$ cat config.mk
export PLATFORM = sky130hd
export DESIGN_NAME = vga_timing_gen
export DESIGN_NICKNAME = d
export VERILOG_FILES = /design/src/rtl/vga_timing_gen.sv
export SDC_FILE = /design/constraint.sdc
export NUM_CORES = 1
export LEC_CHECK = 0
export CELL_PAD_IN_SITES_DETAIL_PLACEMENT = 0
export CELL_PAD_IN_SITES_GLOBAL_PLACEMENT = 2
export CORE_AREA = 8 8 87 89
export CTS_BUF_LIST = sky130_fd_sc_hd__clkbuf_2 sky130_fd_sc_hd__clkbuf_4 sky130_fd_sc_hd__clkbuf_8
export CTS_CLUSTER_SIZE = 20
export DETAILED_ROUTE_END_ITERATION = 8
export DIE_AREA = 0 0 95 97
export PLACE_DENSITY = 0.86
export SLEW_MARGIN = 40
export SYNTH_ARGS = -nofsm -noshare
export SYNTH_HDL_FRONTEND = slang
export SYNTH_SLANG_ARGS = --single-unit
$ cat constraint.sdc
create_clock -name clk -period 5.45 [get_ports clk]
set_input_delay 0.8175 -clock clk [delete_from_list [all_inputs] [get_ports clk]]
set_output_delay 0.8175 -clock clk [all_outputs]
set_load 0.01 [all_outputs]
$ cat src/rtl/vga_timing_gen.sv
// ---------------------------------------------------------------------------
// vga_timing_gen
//
// Purpose: pixel-clock divider plus horizontal/vertical raster counters for a
// VGA-style display. All outputs are registered and change together on the
// clk edge that advances the raster position, so every sync/blank/colour
// value always belongs to the pixel_x/pixel_y presented alongside it.
//
// Optional feature: define VGA_TIMING_TESTPAT_EN to drive an 8-bar colour
// test pattern on vgared/vgagreen/vgablue. Without the macro the colour
// outputs are tied to zero and no pattern logic exists.
//
// Ports:
//   clk          in   system clock, rising edge
//   rst          in   synchronous, active-high reset
//   pix_tick     out  one-clk pulse: a new pixel position is presented
//   pixel_x      out  horizontal counter, 0..H_TOTAL-1
//   pixel_y      out  vertical counter, 0..V_TOTAL-1
//   video_on     out  high inside the visible area
//   hsync        out  horizontal sync, active-low
//   vsync        out  vertical sync, active-low
//   frame_start  out  one-clk pulse with the tick presenting (0,0)
//   vgared/vgagreen/vgablue  out  4-bit test-pattern colour
// ---------------------------------------------------------------------------
module vga_timing_gen #(
  parameter int CLK_DIV  = 4,
  parameter int H_ACTIVE = 640,
  parameter int H_FP     = 16,
  parameter int H_SYNC   = 96,
  parameter int H_BP     = 48,
  parameter int V_ACTIVE = 480,
  parameter int V_FP     = 10,
  parameter int V_SYNC   = 2,
  parameter int V_BP     = 33
) (
  input  logic       clk,
  input  logic       rst,
  output logic       pix_tick,
  output logic [9:0] pixel_x,
  output logic [9:0] pixel_y,
  output logic       video_on,
  output logic       hsync,
  output logic       vsync,
  output logic       frame_start,
  output logic [3:0] vgared,
  output logic [3:0] vgagreen,
  output logic [3:0] vgablue
);

  localparam int H_TOTAL = H_ACTIVE + H_FP + H_SYNC + H_BP;
  localparam int V_TOTAL = V_ACTIVE + V_FP + V_SYNC + V_BP;

  // Divider range 1..16 always fits in four bits.
  localparam logic [3:0] DIV_MAX  = 4'(CLK_DIV - 1);
  localparam logic [9:0] H_MAX    = 10'(H_TOTAL - 1);
  localparam logic [9:0] V_MAX    = 10'(V_TOTAL - 1);
  localparam logic [9:0] H_ACT    = 10'(H_ACTIVE);
  localparam logic [9:0] V_ACT    = 10'(V_ACTIVE);
  localparam logic [9:0] HS_START = 10'(H_ACTIVE + H_FP);
  localparam logic [9:0] HS_END   = 10'(H_ACTIVE + H_FP + H_SYNC);
  localparam logic [9:0] VS_START = 10'(V_ACTIVE + V_FP);
  localparam logic [9:0] VS_END   = 10'(V_ACTIVE + V_FP + V_SYNC);

  logic [3:0] div_q, div_d;
  logic [9:0] x_q, x_d;
  logic [9:0] y_q, y_d;
  logic       tick_q, tick_d;
  logic       fs_q, fs_d;
  logic       hsync_q, hsync_d;
  logic       vsync_q, vsync_d;
  logic       video_on_q, video_on_d;

`ifdef VGA_TIMING_TESTPAT_EN
  logic [2:0] bar_d;
  logic [3:0] red_q, red_d;
  logic [3:0] green_q, green_d;
  logic [3:0] blue_q, blue_d;
`endif

  always_comb begin
    // NOTE: every signal gets a default before any branch so no path leaves
    // it unassigned; otherwise a latch would be inferred.
    div_d      = div_q;
    x_d        = x_q;
    y_d        = y_q;
    tick_d     = 1'b0;
    fs_d       = 1'b0;
    hsync_d    = hsync_q;
    vsync_d    = vsync_q;
    video_on_d = video_on_q;
`ifdef VGA_TIMING_TESTPAT_EN
    bar_d      = '0;
    red_d      = red_q;
    green_d    = green_q;
    blue_d     = blue_q;
`endif

    if (div_q == DIV_MAX) begin
      div_d  = '0;
      tick_d = 1'b1;
      if (x_q == H_MAX) begin
        x_d = '0;
        y_d = (y_q == V_MAX) ? '0 : y_q + 10'd1;
      end else begin
        x_d = x_q + 10'd1;
      end
      // Decode from the next position so the registered flags line up with
      // the counters they are presented with.
      hsync_d    = !((x_d >= HS_START) && (x_d < HS_END));
      vsync_d    = !((y_d >= VS_START) && (y_d < VS_END));
      video_on_d = (x_d < H_ACT) && (y_d < V_ACT);
      fs_d       = (x_d == '0) && (y_d == '0);
`ifdef VGA_TIMING_TESTPAT_EN
      // Eight 80-pixel-wide bars; blanked outside the visible area.
      bar_d   = 3'(x_d / 10'd80);
      red_d   = video_on_d ? {4{bar_d[2]}} : 4'h0;
      green_d = video_on_d ? {4{bar_d[1]}} : 4'h0;
      blue_d  = video_on_d ? {4{bar_d[0]}} : 4'h0;
`endif
    end else begin
      div_d = div_q + 4'd1;
    end
  end

  // NOTE: sequential state uses non-blocking assignments so every register
  // samples the pre-edge values and the update order does not matter.
  always_ff @(posedge clk) begin
    if (rst) begin
      // NOTE: reset parks the counters on the last position so the first
      // tick after release wraps cleanly to (0,0) and starts a frame.
      div_q      <= '0;
      x_q        <= H_MAX;
      y_q        <= V_MAX;
      tick_q     <= 1'b0;
      fs_q       <= 1'b0;
      hsync_q    <= 1'b1;
      vsync_q    <= 1'b1;
      video_on_q <= 1'b0;
`ifdef VGA_TIMING_TESTPAT_EN
      red_q      <= '0;
      green_q    <= '0;
      blue_q     <= '0;
`endif
    end else begin
      div_q      <= div_d;
      x_q        <= x_d;
      y_q        <= y_d;
      tick_q     <= tick_d;
      fs_q       <= fs_d;
      hsync_q    <= hsync_d;
      vsync_q    <= vsync_d;
      video_on_q <= video_on_d;
`ifdef VGA_TIMING_TESTPAT_EN
      red_q      <= red_d;
      green_q    <= green_d;
      blue_q     <= blue_d;
`endif
    end
  end

  assign pix_tick    = tick_q;
  assign pixel_x     = x_q;
  assign pixel_y     = y_q;
  assign video_on    = video_on_q;
  assign hsync       = hsync_q;
  assign vsync       = vsync_q;
  assign frame_start = fs_q;

`ifdef VGA_TIMING_TESTPAT_EN
  assign vgared   = red_q;
  assign vgagreen = green_q;
  assign vgablue  = blue_q;
`else
  assign vgared   = 4'h0;
  assign vgagreen = 4'h0;
  assign vgablue  = 4'h0;
`endif

endmodule

Word-level counts from Yosys, hierarchy flattened
Cells that the tools add are included.
{"block": "word_totals", "ff_bits": 29, "input_bits": 2, "out_inout_bits": 37}
{"block": "classes", "bitwise_logic": 1, "add_sub_neg": 3, "order_cmp": 6, "reduce_logical": 10, "eq_ne": 3, "mux": 6}
{"op": "$mux 10", "n": 5}
{"op": "$add 10x1->10 const B", "n": 2}
{"op": "$eq 10x10->1 const B", "n": 2}
{"op": "$logic_not 10->1", "n": 2}
{"op": "$lt 10x10->1 const B", "n": 2}
{"op": "$lt 10x9->1 const B", "n": 2}
{"op": "$ge 10x10->1 const B", "n": 1}
{"op": "$ge 10x9->1 const B", "n": 1}
{"op": "$add 4x1->4 const B", "n": 1}
{"op": "$eq 4x2->1 const B", "n": 1}
{"op": "$logic_and 1x1->1", "n": 4}
{"op": "$reduce_or 2->1", "n": 2}
{"op": "$logic_not 1->1", "n": 2}
{"op": "$mux 1", "n": 1}
{"op": "$not 1->1", "n": 1}

Depth between registers and ports, before layout
Gate-level depths: netlist (run 1).
{"block": "depth", "ltp_word": 7, "mapped_depth": 9}

Least setup slack after synthesis (run 1)
OpenSTA, ideal clock, no wires.
{"block": "synth_timing", "kind": "reg2reg", "start": "register x_q[0] (netlist: pixel_x[0])", "end": "register vsync_q (netlist: vsync)", "setup_slack_ns": 2.677, "setup_ns": 0.122, "arrival_ns": 2.651, "t_required_ns": 5.328, "stages_incl_launch_ff": 8, "path_cell_list": "dfxtp_1 ha_1 nand4_4 nor4_2 o21ai_0 a2111oi_0 o21ai_0 o32a_1"}
{"block": "synth_between", "elab_chain_len": 6, "elab_cells_between_ends": 7, "classes_between": "order compare: 2; eq/ne: 1; mux: 2; reduce/logical: 2"}
{"item": "start, declared", "line": "65", "source": "logic [9:0] x_q, x_d;"}
{"item": "start signal, assigned", "line": "132", "source": "x_q <= H_MAX;"}
{"item": "start signal, assigned", "line": "146", "source": "x_q <= x_d;"}
{"item": "$eq 10x10->1 *", "line": "101", "source": "if (x_q == H_MAX) begin"}
{"item": "$mux 10 *", "line": "101"}
{"item": "$mux 10 *", "line": "98", "source": "if (div_q == DIV_MAX) begin"}
{"item": "$ge 10x9->1 or $lt 10x9->1 (tied branches)", "line": "110", "source": "vsync_d = !((y_d >= VS_START) && (y_d < VS_END));"}
{"item": "$logic_and 1x1->1 *", "line": "110"}
{"item": "$logic_not 1->1 *", "line": "110"}
{"item": "end signal, assigned", "line": "151", "source": "vsync_q <= vsync_d;"}
{"item": "end, declared", "line": "70", "source": "logic vsync_q, vsync_d;"}
Mark *: on every way between the ends. The rest lies on a longest branch, timed or not. The select of a mux whose other input is x is not followed.
A chain may end at the register's enable or synchronous reset.

Worst setup path in the final report (run 1)
Ends and elaborated chain as after synthesis.

==> results of run 1 <==
==> stage by stage <==
step / total power, mW / hold WS (ps) / area (sq um) / utilization [%]
floorplan: 0.3622 / 417.6 / 1969 / -
global placement: 0.4013 / 433.9 / 2168 / 34.95
detailed placement: 0.3990 / 438.0 / 2163 / 34.87
CTS: 0.6044 / 457.6 / 2265 / 36.50
global route: 0.6344 / 476.2 / 2265 / 36.50
finish: 0.5946 / 456.2 / 2265 / 36.50
==> logic make-up (layout without fill, tap and decap cells) <==
logic type,after synthesis,in the layout,share of synthesized area (%)
AOI/OAI and AO/OA,62,62,21.29
xor gates and xnor gates,11,11,4.997
adders and majority gates,4,4,2.596
buffers and inverters,37,42,9.734
DFF,29,29,30.11
muxes,2,2,1.038
other,1,12,0.1945
and+or+nand+nor,112,112,30.05
==> registers in the layout, summed over array words and instances (netlist names) <==
register and count:
pix_tick 1, video_on 1, pixel_x 10, frame_start 1, pixel_y 10, hsync 1, vsync 1, div_q 4
==> synthesized netlist by cell type, drive strengths merged (2+ instances only) <==
cell	instances	area (sq um)
buf	16	108.9
a211o	5	43.79
a211oi	4	30.03
o2111ai	2	17.52
a21oi	15	75.07
o21bai	2	15.01
nand3b	3	22.52
o21ai	14	70.07
and4	3	26.28
nand3	7	35.03
clkbuf	13	48.80
nand4	8	65.06
nor2	34	127.6
a21boi	2	15.01
or4	2	15.01
a31oi	3	18.77
xnor2	8	70.07
o31ai	3	22.52
mux2i	2	20.02
nor3	8	40.04
xor2	3	26.28
nor4bb	2	20.02
nand2	28	105.1
nor4	4	31.28
inv	8	30.03
dfxtp	29	580.6
a21o	2	15.01
and2	3	18.77
or3	2	12.51
ha	4	50.05
and3	2	12.51
==> worst max path at each step <==
stage | to | cells past startpoint | startpoint | slack, ps
final | vsync$_SDFFE_PP1P_ | 7 | pixel_x[0]$_SDFFE_PP1P_ | 2200
after global routing | vsync$_SDFFE_PP1P_ | 7 | pixel_x[0]$_SDFFE_PP1P_ | 1780
after CTS | vsync$_SDFFE_PP1P_ | 7 | pixel_x[0]$_SDFFE_PP1P_ | 2200
after detailed placement | vsync$_SDFFE_PP1P_ | 7 | pixel_x[0]$_SDFFE_PP1P_ | 2230
after global placement | vsync$_SDFFE_PP1P_ | 4 | rst | 2200
after floorplan | vsync$_SDFFE_PP1P_ | 7 | pixel_x[0]$_SDFFE_PP1P_ | 2680
==> final cells by class <==
class | count | share of cell area [%]
multi-input combinational | 203 | 53.04
sequential | 29 | 25.64
timing repair buffer | 26 | 11.27
clock buffer | 7 | 4.254
tap | 77 | 4.254
inverter | 8 | 1.326
clock inverter | 1 | 0.2210
==> power breakdown <==
group / leakage (nW) / internal (mW) / switching [mW]
Clock: 0.0542 / 0.114 / 0.0861
Combinational: 0.558 / 0.0620 / 0.0938
Sequential: 0.235 / 0.222 / 0.0171
==> layout by cell type, fill, tap and decap left out, drive strengths merged, types with 2 or more instances in the layout <==
master,instances
inv,8
o21ai,14
a211o,5
a21boi,2
nor4bb,2
a21o,2
nand4,8
clkdlybuf4s50,25
nor4,4
or4,2
o2111ai,2
o21bai,2
mux2i,2
conb,12
o31ai,3
dfxtp,29
nor2,34
or3,2
ha,4
clkbuf,7
a211oi,4
xor2,3
and3,2
a31oi,3
and4,3
xnor2,8
and2,3
nand2,28
nor3,8
nand3,7
a21oi,15
nand3b,3
==> routing by layer <==
metal  GRT usage (%)  share of wire [%]
met3           3.091                7.0
met2           18.79                 45
met5               0                  0
met4           5.649                2.0
met1           15.63                 47
==> metrics.md, run 1 <==
| Metric | Value |
|---|---|
| Initial antenna violation count | 0 |
| Drt pass-1 iters | 4 |
| Post-synth top flop | dfxtp_1 |
| Clk_skew | between 2 and 3 ps |
| Final max-slew violation count | 0 |
| Via count | 1864 |
| Kind of critical path | register to register |
| Worst-path fanout max | 8 |
| Worst path max stage delay | 720 ps |
| Final hold violation count | 0 |
| # placed instances | 343 |
| Largest net degree at the start of global routing | 25 |
| CTS Sinks | 29 |
| Clock latency on the worst-skew pair | 290 ps |
| Core area | between 6000 and 7000 sq um |
| Synth Area per Inst | 7.473 sq um |
| Setup TNS | 0 ps |
| Fill cell count | around 670 |
| Hold Crit Start | div_q[0]$_SDFF_PP0_ |
| Row count | 29 |
| Synthesized area | 1928 sq um |
| 1st-iter DRT viols | 144 |
| Boundary Pins | 39 |
| CTS Buf Count | 5 |
| Slowest CP cell | a2111oi_0 |
| RSZ-0062 raised after global routing | false |
| Routed WL per cell | 15.33 um |
| Rel. slew slack | 49.11% |
| First-pass GRT wire length | 9018 um |
| Via density per instance | around 5.3 |
| Die ar. | around 9200 sq um |
| Nets | ~280 |
| Final ANT Viol Nets | 0 |
| Startpoint types | register |
| Hold crit path type | register to register |
| Pre-CTS worst setup slack | 2226 ps |
| RR Endpoint | vsync$_SDFFE_PP1P_ |
| Power Density | about 260 nW/um^2 |
| Cell count after synthesis | roughly 260 |
| Critical path required time | ~5600 ps |
| IO Port Bufs | 26 |
| Worst-Margin Slew | approximately 740 ps |
| Hold depth | 1 |
| Register-to-register setup slack | 2200 ps |
| Detailed Place HPWL | about 3800 um |
| FF+latch area | 580.6 sq um |
| Die H | 97 um |
| Setup violations, final | 0 |
| Fin cells | between 300 and 400 |
| DRC | 0 |
| Initial core utilization | around 31% |
| Worst endpoint data arrival time | 3420 ps |
| Global placement routability congestion | a little over 0.8 |
| Hold endpoint | div_q[0]$_SDFF_PP0_ |
| Ant. Diodes | 0 |
| Final worst-path cycle share | 59.56% |
| Fmax | 0.3080 GHz |
| CTS tree | built |
| GRT Util Overall | 12.29% |
| Tmin final | between 3000 and 4000 ps |
| CTS Hold Bufs | 0 |
| Largest delay share family, worst path | compound AO/OA/AOI/OAI gates |
| Worst Path Buf+Inv | 0 |
| Yosys warns | 0 |
| Post-synth EDFFs | 0 |
| Max H-tree Level | 2 |
| FF+latch count, synth | 29 |
| Clk slew on worst S/H paths | approximately 60 ps |
| Status | complete, no violations |
| Most numerous cell on the critical path | o21ai_0 |
| Layout cells sized above 1 | 5.109% |
| Crit path cell chain | ha_1, nand4_4, nor4_2, o21ai_0, a2111oi_0, o21ai_0, o32a_1 |
| Synth cell types | 52 |
| Final wirelength | 5381 um |
| Number of setup buffers added after CTS | 0 |
| CTS Root Cell | clkbuf_8 |
| Post-synthesis sequential area ratio | 30.11% |
| Number of global-route vias before repair | between 1500 and 2000 |
| IR drop worst, VDD | 0.1171 mV |
| Reg-to-Reg Start | pixel_x[0]$_SDFFE_PP1P_ |
| Max-cap check violation count | 0 |
| P_leak | 0.8476 nW |
| Async S/R FF share, synth | 0% |
| Area growth, synth to finish | 17.46% |
| Reg2reg path depth | 7 |
| Total gr overflow | 0 |
| CTS resizes | 0 |
| Die width | 95 um |
| Worst setup margin | about 2200 ps |
| CTS max path bufs | 2 |
| Footprint of the multi-input gates | 1201 sq um |
| Setup crit end kind | register |
Power figures use the tool's default switching activity.
==> inputs of run 2 (changes only) <==
Settings changed: CORE_AREA 8 8 87 89 to 8 8 94 96, DIE_AREA 0 0 95 97 to 0 0 102 104, PLACE_DENSITY 0.86 to 0.77.
Clock period 5.45 ns to 2.7 ns, I/O delays scaled along.
==> run 2 against run 1 <==
  * Setup slack got worse by 2100 ps
  * Clock power increased by 110%
  * Sequential share of layout area is 3.0 points lower
  * Cell area increased by 13%
  * Hold slack got worse by 8.5 ps
  * Critical endpoint is now frame_start$_SDFF_PP0_
  * Sequential power grew 93%
  * Critical path type unchanged
  * Clock skew grew 8.3 ps
  * Routed wire length increased by 18%
==> metrics.md, run 2 (synthesis results as in run 1) <==
| Metric | Value |
|---|---|
| Setup crit end kind | register |
| Total gr overflow | 0 (unchanged) |
| # placed instances | 399 (+16%) |
| Largest net degree at the start of global routing | 24 (-4.0%) |
| CTS Sinks | 29 (unchanged) |
| CTS Buf Count | 5 (unchanged) |
| Power Density | 510.7 nW/um^2 (+95%) |
| Final hold slack | 447.6 ps (-8.531 ps) |
| Via count | 2000 (+7.3%) |
| Post-route cell area | 2569 sq um (+13%) |
| Largest delay share family, worst path | simple AND/OR/NAND/NOR gates |
| IR drop worst, VDD | 0.1813 mV (+55%) |
| Tmin final | 2589 ps (-657.1 ps) |
| GRT Util Overall | 12.19% (-0.096 points) |
| Pre-CTS worst setup slack | 123.7 ps (-2102 ps) |
| Clk slew on worst S/H paths | 80 ps (+20 ps) |
| Hold crit path type | register to register |
| CTS max path bufs | 2 (unchanged) |
| Hold Crit Start | div_q[0]$_SDFF_PP0_ |
| RR Endpoint | frame_start$_SDFF_PP0_ |
| Nets | 310 (+11%) |
| Layout cells sized above 1 | 16.39% (+11 points) |
| CTS tree | built |
| CTS Root Cell | clkbuf_8 |
| Final total power | 1.312 mW (+120%) |
| Hold endpoint | div_q[0]$_SDFF_PP0_ |
| Net switching power figure | 0.4358 mW (+120%) |
| Most common cell after layout, fill and taps aside | nor2_1 |
| Register-to-register setup slack | 110 ps (-2090 ps) |
| Clock latency on the worst-skew pair | 290 ps (about the same) |
| Worst path max stage delay | 530 ps (-190 ps) |
| Initial antenna violation count | 0 (unchanged) |
| Worst Path Buf+Inv | 1 (+1) |
| Final hold violation count | 0 (unchanged) |
| Seq pwr share | 35.1% (-5.1 points) |
| Row count | 32 (+10%) |
| Worst setup margin | 110.9 ps (-2093 ps) |
| Fmax | 0.3862 GHz (+25%) |
| Startpoint types | register |
| Comb power frac | 33.1% (+6.9 points) |
| Fin cells | 407 (+16%) |
| Core area | 7447 sq um (+20%) |
| Boundary Pins | 39 (unchanged) |
| Routed WL per cell | 15.62 um (+1.9%) |
| Status | complete, no violations |
| Int Pwr | 0.8760 mW (+120%) |
| Worst-path fanout max | 6 (-2) |
| Die width | 102 um (+7.4%) |
| Ant. Diodes | 0 (unchanged) |
| Critical path required time | 2890 ps (-2740 ps) |
| Max-cap check violation count | 0 (unchanged) |
| P_leak | 1.000 nW (+18%) |
| Setup violations, final | 0 (unchanged) |
| Reg-to-Reg Start | pixel_x[1]$_SDFFE_PP1P_ |
| Number of global-route vias before repair | 2052 (+14%) |
| Clk pwr share | 31.8% (-1.8 points) |
| Final wirelength | 6356 um (+18%) |
| Crit path cell chain | ha_4, nand4_4, or4_4, buf_4, o21ai_0, nand4_1, or4_1, nor4bb_1 |
| Final worst-path cycle share | 95.89% (+36 points) |
| Detailed Place HPWL | 4653 um (+22%) |
| 1st-iter DRT viols | 130 (-9.7%) |
| Drt pass-1 iters | 4 (unchanged) |
| Area growth, synth to finish | 33.23% |
| Final Core Density | 34.49% (-2.0 points) |
| Final ANT Viol Nets | 0 (unchanged) |
| Slowest CP cell | or4_4 |
| Die ar. | 10610 sq um (+15%) |
| Die H | 104 um (+7.2%) |
| CTS Hold Bufs | 0 (unchanged) |
| Reg2reg path depth | 8 (+1) |
| Placed Area | 2447 sq um (+13%) |
| Commonest non-fill, non-tap cells in the layout | nor2_1 (34), buf_4 (31), nand2_1 (28), dfxtp_1 (28), clkdlybuf4s50_1 (26) |
| Sw Share | 33.22% (+0.086 points) |
| Worst endpoint data arrival time | 2780 ps (-640 ps) |
| DRC | 0 (unchanged) |
| Global placement routability congestion | 0.8682 (+5.2%) |
| RSZ-0062 raised after global routing | false |
| Via density per instance | 4.914 (-7.5%) |
| First-pass GRT wire length | 10510 um (+17%) |
| IO Port Bufs | 26 (unchanged) |
| Clk_skew | 11.11 ps (+8.345 ps) |
| Final max-slew violation count | 0 (unchanged) |
| Max H-tree Level | 2 (unchanged) |
| Setup TNS | 0 ps (unchanged) |
| Hold depth | 1 (unchanged) |
| Kind of critical path | register to register |
| Initial core utilization | 25.89% (-5.2 points) |
## run 2: changes by cell type in the layout (fill, tap and decap cells not counted), sizes merged
| cell | delta |
|---|---|
| buf | +30 |
| clkdlybuf4s50 | +1 |
## run 2: power by group through the flow
| stage | clock, mW | combinational (mW) | sequential [mW] |
|---|---|---|---|
| after floorplan | 0 | 0.254 | 0.482 |
| after global placement | 0 | 0.423 | 0.470 |
| after detailed placement | 0 | 0.422 | 0.471 |
| after CTS | 0.428 | 0.426 | 0.461 |
| after global routing | 0.446 | 0.480 | 0.463 |
| final | 0.417 | 0.434 | 0.461 |
## run 2: repair_timing
action                                  CTS  global route
resized for setup                         0             4
endpoints found under the setup margin    0             2
setup buffers                             0             0
## run 2: worst max path at each step
stage | start | to | slack, ps | cells past startpoint
CTS | pixel_x[1]$_SDFFE_PP1P_ | frame_start$_SDFF_PP0_ | 90 | 8
global route | pixel_x[1]$_SDFFE_PP1P_ | frame_start$_SDFF_PP0_ | 8 | 8
global placement | pixel_x[1]$_SDFFE_PP1P_ | frame_start$_SDFF_PP0_ | 200 | 7
finish | pixel_x[1]$_SDFFE_PP1P_ | frame_start$_SDFF_PP0_ | 110 | 8
detailed placement | pixel_x[1]$_SDFFE_PP1P_ | frame_start$_SDFF_PP0_ | 120 | 8
floorplan | pixel_x[1]$_SDFFE_PP1P_ | frame_start$_SDFF_PP0_ | 40 | 8
## run 2: layout make-up
cell class | instances | area (sq um)
clock buffer | 7 | 96.34
tap | 102 | 127.6
timing repair buffer | 57 | 493.0
sequential | 29 | 581.8
clock inverter | 1 | 5.005
fill | 839 | 4878
multi-input combinational | 203 | 1235
inverter | 8 | 30.03
## run 2: worst reg2reg max path, cell delays in order, from the launching register on
cell      delay, ps
dfxtp_1         370
ha_4            180
nand4_4         100
or4_4           530
buf_4           180
o21ai_0         210
nand4_1         110
or4_1           510
nor4bb_1        310
## run 2: routing by layer
layer | track usage [%] | up-vias | share of wire [%]
met5 | 0 | - | 0
met4 | 4.407 | 0 | 2.2
met3 | 3.079 | 11 | 4.8
met2 | 20.11 | 60 | 48
met1 | 14.69 | 934 | 45
li1 | - | 995 | -
